<file path="src/rtl/horner_pkg.sv">
// rtl/horner_pkg.sv - shared state encoding, default widths and coefficient addressing for the Horner sequencer
package horner_pkg;

   localparam int DEGREE_DEF      = 2;
   localparam int MAC_LATENCY_DEF = 3;
   localparam int SEG_BITS_DEF    = 7;
   localparam int X_W_DEF         = 40;
   localparam int ACC_W_DEF       = 54;
   localparam int COEF_W_DEF      = 30;
   localparam int ADDR_W_DEF      = 10;

   typedef enum logic [2:0] {
      ST_IDLE,
      ST_FETCH_LEAD,
      ST_LOAD,
      ST_FETCH,
      ST_ISSUE,
      ST_WAIT,
      ST_DONE
   } horner_state_e;

   // Segments are packed back to back, DEGREE+1 coefficients each, C0 at the lowest address.
   function automatic logic [31:0] coef_addr_f(input logic [31:0] seg,
                                               input logic [31:0] k,
                                               input int unsigned degree);
      return seg * (degree + 1) + k;
   endfunction

endpackage

</file>
<file path="src/rtl/horner_eval_ctrl.sv">
// rtl/horner_eval_ctrl.sv - sequences acc = acc*x - C_k through an external multiply-add stage
module horner_eval_ctrl
   import horner_pkg::*;
#(
   parameter int DEGREE      = DEGREE_DEF,
   parameter int MAC_LATENCY = MAC_LATENCY_DEF,
   parameter int SEG_BITS    = SEG_BITS_DEF,
   parameter int X_W         = X_W_DEF,
   parameter int ACC_W       = ACC_W_DEF,
   parameter int COEF_W      = COEF_W_DEF,
   parameter int ADDR_W      = ADDR_W_DEF
) (
   input  logic                clock,
   input  logic                reset,
   input  logic                in_valid,
   output logic                in_ready,
   input  logic [X_W-1:0]      in_x,
   input  logic [SEG_BITS-1:0] in_seg,
   output logic                coef_rd,
   output logic [ADDR_W-1:0]   coef_addr,
   input  logic [COEF_W-1:0]   coef_data,
   output logic                mac_start,
   output logic [X_W-1:0]      mac_a,
   output logic [ACC_W-1:0]    mac_b,
   output logic [COEF_W-1:0]   mac_c,
   input  logic [ACC_W-1:0]    mac_result,
   output logic                out_valid,
   input  logic                out_ready,
   output logic [ACC_W-1:0]    out_y
);

   localparam int K_W = (DEGREE < 1) ? 1 : $clog2(DEGREE + 1);
   localparam int T_W = $clog2(MAC_LATENCY + 1);
   localparam logic [K_W-1:0] K_LEAD = K_W'(DEGREE);
   localparam logic [K_W-1:0] K_NEXT = K_W'((DEGREE > 0) ? DEGREE - 1 : 0);

   horner_state_e       state_q;
   horner_state_e       state_d;
   logic [X_W-1:0]      x_q;
   logic [SEG_BITS-1:0] seg_q;
   logic [K_W-1:0]      k_q;
   logic [ACC_W-1:0]    acc_q;
   logic [T_W-1:0]      timer_q;
   logic                last_wait;

   assign last_wait = (timer_q == T_W'(1));

   always_ff @(posedge clock) begin
      if (reset) begin
         state_q <= ST_IDLE;
      end else begin
         state_q <= state_d;
      end
   end

   always_comb begin
      state_d = state_q;
      case (state_q)
         ST_IDLE:       if (in_valid) state_d = ST_FETCH_LEAD;
         ST_FETCH_LEAD: state_d = ST_LOAD;
         ST_LOAD:       state_d = (DEGREE == 0) ? ST_DONE : ST_FETCH;
         ST_FETCH:      state_d = ST_ISSUE;
         ST_ISSUE:      state_d = ST_WAIT;
         ST_WAIT:       if (last_wait) state_d = (k_q == '0) ? ST_DONE : ST_FETCH;
         ST_DONE:       if (out_ready) state_d = ST_IDLE;
         default:       state_d = ST_IDLE;
      endcase
   end

   // Operands are registered at ISSUE and held through WAIT so the stage sees them stable.
   always_ff @(posedge clock) begin
      if (reset) begin
         x_q       <= '0;
         seg_q     <= '0;
         k_q       <= '0;
         acc_q     <= '0;
         timer_q   <= '0;
         mac_start <= 1'b0;
         mac_a     <= '0;
         mac_b     <= '0;
         mac_c     <= '0;
      end else begin
         mac_start <= 1'b0;
         case (state_q)
            ST_IDLE: begin
               if (in_valid) begin
                  x_q   <= in_x;
                  seg_q <= in_seg;
                  k_q   <= K_LEAD;
               end
            end
            ST_LOAD: begin
               acc_q <= ACC_W'(coef_data);
               k_q   <= K_NEXT;
            end
            ST_ISSUE: begin
               mac_a     <= x_q;
               mac_b     <= acc_q;
               mac_c     <= coef_data;
               mac_start <= 1'b1;
               timer_q   <= T_W'(MAC_LATENCY);
            end
            ST_WAIT: begin
               timer_q <= timer_q - 1'b1;
               if (last_wait) begin
                  acc_q <= mac_result;
                  if (k_q != '0) k_q <= k_q - 1'b1;
               end
            end
            default: ;
         endcase
      end
   end

   always_comb begin
      in_ready  = (state_q == ST_IDLE);
      coef_rd   = (state_q == ST_FETCH_LEAD) || (state_q == ST_FETCH);
      coef_addr = '0;
      if (coef_rd) coef_addr = ADDR_W'(coef_addr_f(32'(seg_q), 32'(k_q), DEGREE));
      out_valid = (state_q == ST_DONE);
      out_y     = out_valid ? acc_q : '0;
   end

endmodule

</file>
<file path="config.mk">
export PLATFORM = sky130hd
export DESIGN_NAME = horner_eval_ctrl
export DESIGN_NICKNAME = d
export VERILOG_FILES = /design/src/rtl/horner_pkg.sv /design/src/rtl/horner_eval_ctrl.sv
export SDC_FILE = /design/constraint.sdc
export NUM_CORES = 1
export LEC_CHECK = 0
export ABC_AREA = 1
export CAP_MARGIN = 20
export CORE_MARGIN = 3
export CORE_UTILIZATION = 30
export CTS_CLUSTER_DIAMETER = 150
export CTS_CLUSTER_SIZE = 25
export DETAILED_ROUTE_END_ITERATION = 12
export GPL_TIMING_DRIVEN = 0
export SLEW_MARGIN = 40
export SYNTH_ARGS = -nofsm -noshare
export SYNTH_HDL_FRONTEND = slang
export SYNTH_SLANG_ARGS = --single-unit
</file>
<file path="constraint.sdc">
create_clock -name clock -period 2.5 [get_ports clock]
set_clock_uncertainty 0.15 [all_clocks]
set_input_delay 0.75 -clock clock [delete_from_list [all_inputs] [get_ports clock]]
set_output_delay 0.75 -clock clock [all_outputs]
set_load 0.02 [all_outputs]
</file>
# Word level (Yosys, flattened, before mapping)

Index checks and enable logic that the tools add are counted.

Bits of input ports: 135
Register bits after elaboration: 233
Output and inout bits: 192

Equal/unequal tests: 11
Muxes and demuxes: 15
Add/sub/neg operators: 3
Reduce and logical (&&, ||, !) cells: 11
$mul: 1

Operators with widths:

| operator            | count |
|---|---|
| $mux 54             | 2 |
| $pmux 54 s2         | 1 |
| $pmux 3 s7          | 1 |
| $mux 3              | 4 |
| $add 9x2->10        | 1 |
| $mux 10             | 1 |
| $eq 3x3->1 const B  | 3 |
| $mul 7x2->9 const B | 1 |
| $eq 3x2->1 const B  | 2 |
| $mux 2              | 3 |
| $ne 2x2->1 const B  | 3 |
| $pmux 2 s3          | 1 |
| $reduce_bool 2->1   | 3 |
| $pmux 2 s2          | 1 |
| $reduce_and 2->1    | 2 |
| $reduce_and 4->1    | 1 |
| $sub 2x1->2 const B | 2 |
| $eq 3x1->1 const B  | 1 |
| $logic_not 3->1     | 1 |
| $reduce_and 3->1    | 1 |
| $reduce_bool 3->1   | 1 |
| $eq 2x1->1 const B  | 1 |
| $logic_not 2->1     | 1 |
| $ne 2x1->1 const B  | 1 |
| other kinds (2)     | 2 |

# Logic depth before layout (Yosys ltp)

Word-level depth: 4
Depth in mapped cells: 12

# Worst setup path before layout

No wires, ideal clock.

Kind: reg-to-output
Start: register seg_q[0]
End: output coef_addr[7]
Required time: 1.600 ns
Cell stages (with the launch flop): 9
Buffers on the path: 0
Slack: -0.406 ns
Arrival: 2.006 ns
Cells stage by stage: dfxtp_1 fa_1 ha_1 fa_1 inv_1 nor3_1 nor2_1 nor2_1 nor2_1

Cells in the longest elaborated chain, start to end: 3

RTL lines:

| what                     | line                    | text |
|---|---|---|
| start: declaration       | horner_eval_ctrl.sv:40  | `logic [SEG_BITS-1:0] seg_q;` |
| start signal: assignment | horner_eval_ctrl.sv:88  | `seg_q <= in_seg;` |
| $mul 7x2->9              | horner_pkg.sv:26        | `return seg * (degree + 1) + k;` |
| $add 9x2->10             | horner_pkg.sv:26        |  |
| $mux 10                  | horner_eval_ctrl.sv:119 | `if (coef_rd) coef_addr = ADDR_W'(coef_addr_f(32'(seg_q), 32'(k_q), DEGREE));` |
| end: declaration         | horner_eval_ctrl.sv:20  | `output logic [ADDR_W-1:0] coef_addr,` |

No other way between the ends.

# Worst setup path in the final report

Start: register k_q[1]
End: output coef_addr[7]

Cells in the longest elaborated chain, start to end: 2

RTL lines:

| what                     | line                    | text |
|---|---|---|
| start: declaration       | horner_eval_ctrl.sv:41  | `logic [K_W-1:0] k_q;` |
| start signal: assignment | horner_eval_ctrl.sv:107 | `if (k_q != '0) k_q <= k_q - 1'b1;` |
| $add 9x2->10             | horner_pkg.sv:26        |  |
| $mux 10                  | horner_eval_ctrl.sv:119 |  |

No other way between the ends.

==> reports/metrics.cfg <==
[floorplan]
die_h_um=184
core_um2=30900
die_w_um=184
pin_count=327
start_util_pct=30.7
rows=64
die-area_um2=33800

[logic_synthesis]
yosysTopAreaCellShare_pct=49.1
syn_area_um2=9490
ys_seq_elements=233
synth_cells=1289
synthTopCellsByArea=dfxtp_1 49%, nor2_1 12%, o21ai_0 7.0%
avgSynthCellArea_um2=7.36
synth.net_count=1441
synth_top_area_cell=dfxtp_1
synth.distinct_cells=27
yosysWarningCount=0
synth_seq_area_share_pct=49.1

[setup_path]
critPathMaxFanout=3
crit_start=k_q[1]
cpMaxStageDelayCell=fa_2
reg2reg_depth=7
arrival_ps=2490
end_kind=output port
r2r_start=state_q[2]
critical_path_required_ps=1600
critical_path_class=reg2out
cpPeakStageDelay_ps=500
crit_chain=fa_2 > ha_4 > fa_2 > inv_2 > nor3_2 > nor2_2 > nand2_1 > nand2_2 > nor2_4 > buf_6
r2r_end=mac_c[24]
start_kind=flip-flop
cp_common_cell=fa_2
reg2reg_setup_slack_ps=310

[drt]
ant_nets=0
num_vias=9831
wl_per_cell_um=17.3
routed_wl_mm=35.6
viasPerCell=4.77
drc=0
drt_iter0_drc=482
drt_pass1_iterations=5

[sta]
finalCriticalPeriod_ps=3390
slew-limit-headroom_pct=49.1
report.final.hold_viol_count=0
maxSlewViolCount=0
period_share_pct=136
worst_slew_pin_slew_ps=764
setup_viol_count_final=62
rsz0062_at_grt=yes
max_freq_ghz=0.295
fin_ws_ps=-894

[global_route]
gr-total-overflow=0
grt_pass1_wl_mm=52.7
grt_max_degree=26
antenna_found_initial=0
grt_use_total_pct=19.6
grt_pass1_vias=9279

[place]
dpl.hpwl_mm=26.0
numPortBuffers=324
pre_cts_ws_ps=-838
post_dp_cell_area_um2=13300
gp_congestion=0.818

[run]
cap_violations=0

[finish]
final_core_utilization_pct=48.0
num_antenna_cells=0
fin_area_um2=14800
synthToLayoutAreaGrowth_pct=56.2
finalNetCount=1819
drive_above_1_share_pct=16.9

[hold_path]
hold_path_end=x_q[9]
min_path_type=reg2reg
hold_depth=2
min_from=x_q[9]

[pwr]
power_density_nw_per_um2=1040
p_leak_nw=5.91
power.total_mw=15.4
ir_worst_vdd_mv=0.811

[clock_network]
clk_path_buf_depth=3
cts_buffers=13
clk_latency_ps=480
cts.sinks=233
cts_max_level=1
cts_hold_buf=0
cts-root-buf=clkbuf_16
cts.reportedPaths.clkPinSlew_ps=100
cts_tree=done

[status]
status=finished with violations
failed_checks=negative setup slack

per-layer routing:
layer / vias to the layer above / share of wire (%) / global-route usage, % / routed length, um
met2: 313 / 47 / 33.2 / 16900
met3: 45 / 6.6 / 3.80 / 2340
li1: 4919 / - / - / -
met4: 0 / 2.3 / 4.66 / 809
met1: 4554 / 44 / 25.8 / 15600
met5: - / 0 / 0 / 0
power by group:
group	internal (mW)	total (mW)	switching (mW)	leakage (nW)
combinational	3.16	7.61	4.45	3.83
sequential	4.88	5.55	0.664	1.90
clock	0.964	2.24	1.28	0.170
total	9.01	15.4	6.39	5.91
worst max-delay path by stage:
stage	to	slack [ps]	cells after the start
3_3_place_gp	coef_addr[7]	-850	9
6_report	coef_addr[7]	-890	10
2_1_floorplan	coef_addr[7]	-190	9
4_1_cts	coef_addr[7]	-860	10
3_5_place_dp	coef_addr[7]	-840	9
5_1_grt	coef_addr[7]	-980	10
flip-flops by register name, indices dropped and copies added, names as in the netlist:
register	flops
acc_q	54
x_q	40
mac_b	54
k_q	2
seg_q	7
timer_q	2
state_q	3
mac_c	30
mac_a	40
mac_start	1
timing repair:
item / in CTS / in global routing
endpoints found under the setup margin: 66 / 66
gates resized for setup: 344 / 245
buffers inserted: 4 / 32
pin swaps: 6 / 12
gates cloned: 0 / 4
synth_stat cells (all sizes together):
library cell  number
o22ai              1
a22oi             24
o21ai            185
conb               1
fa                 2
inv               87
nand3             55
nand4              1
nor2             306
clkbuf            52
nor3               3
buf               43
a21oi            110
nand2            168
ha                15
dfxtp            233
a211oi             2
o21bai             1
worst max-delay path, delay by kind of cell, from the launching register on:
kind                     cells  cell delay [ps]
AND/OR/NAND/NOR              5              370
flip-flops                   1              370
adder cells (fa/ha/maj)      3             1080
buffers and inverters        2              200
cell families after synthesis:
family                   count (synthesis)  synth area share (%)
buffers and inverters                  182                  8.45
flip-flops                             233                  49.1
adder cells (fa/ha/maj)                 17                  2.40
AND/OR/NAND/NOR                        533                  22.2
other                                    1                0.0395
AO/OA/AOI/OAI                          323                  17.8
through the flow:
| step | hold WS, ps | setup TNS [ps] | cells |
|---|---|---|---|
| finish | 311 | -10550 | 2062 |
| global route | 333 | -14650 | 2062 |
| CTS | 312 | -17730 | 2027 |
| detailed placement | 299 | -42490 | 2009 |
| global placement | 289 | -40490 | 2009 |
| floorplan | 280 | -623 | 1289 |
cells in the final DEF (no fill, tap or decap), types with 3 or more instances in the layout:
master	instances
inv_1	75
clkdlybuf4s50_1	258
nand2_2	6
nor2_2	6
a21oi_1	107
dfxtp_1	224
buf_2	17
o21ai_0	130
o21ai_1	54
nand3_1	49
nor2_4	59
ha_4	8
a22oi_1	24
clkbuf_16	16
buf_6	65
buf_12	9
clkbuf_1	47
nand2_1	160
ha_1	6
nor2_1	241
buf_4	55
inv_2	10
dfxtp_4	3
dfxtp_2	6
nand3_4	4
layout make-up:
cell class	instances	area, um2
fillers	3095	16100
flip-flops and latches	233	4680
multi-input cells	874	4680
repair buffers	363	3700
plain buffers	94	571
well taps	396	495
inverters	87	338
clock buffers	13	325
clock inverters	1	20.0
repair inverters	1	8.76
Power figures use the tool's default switching activity.
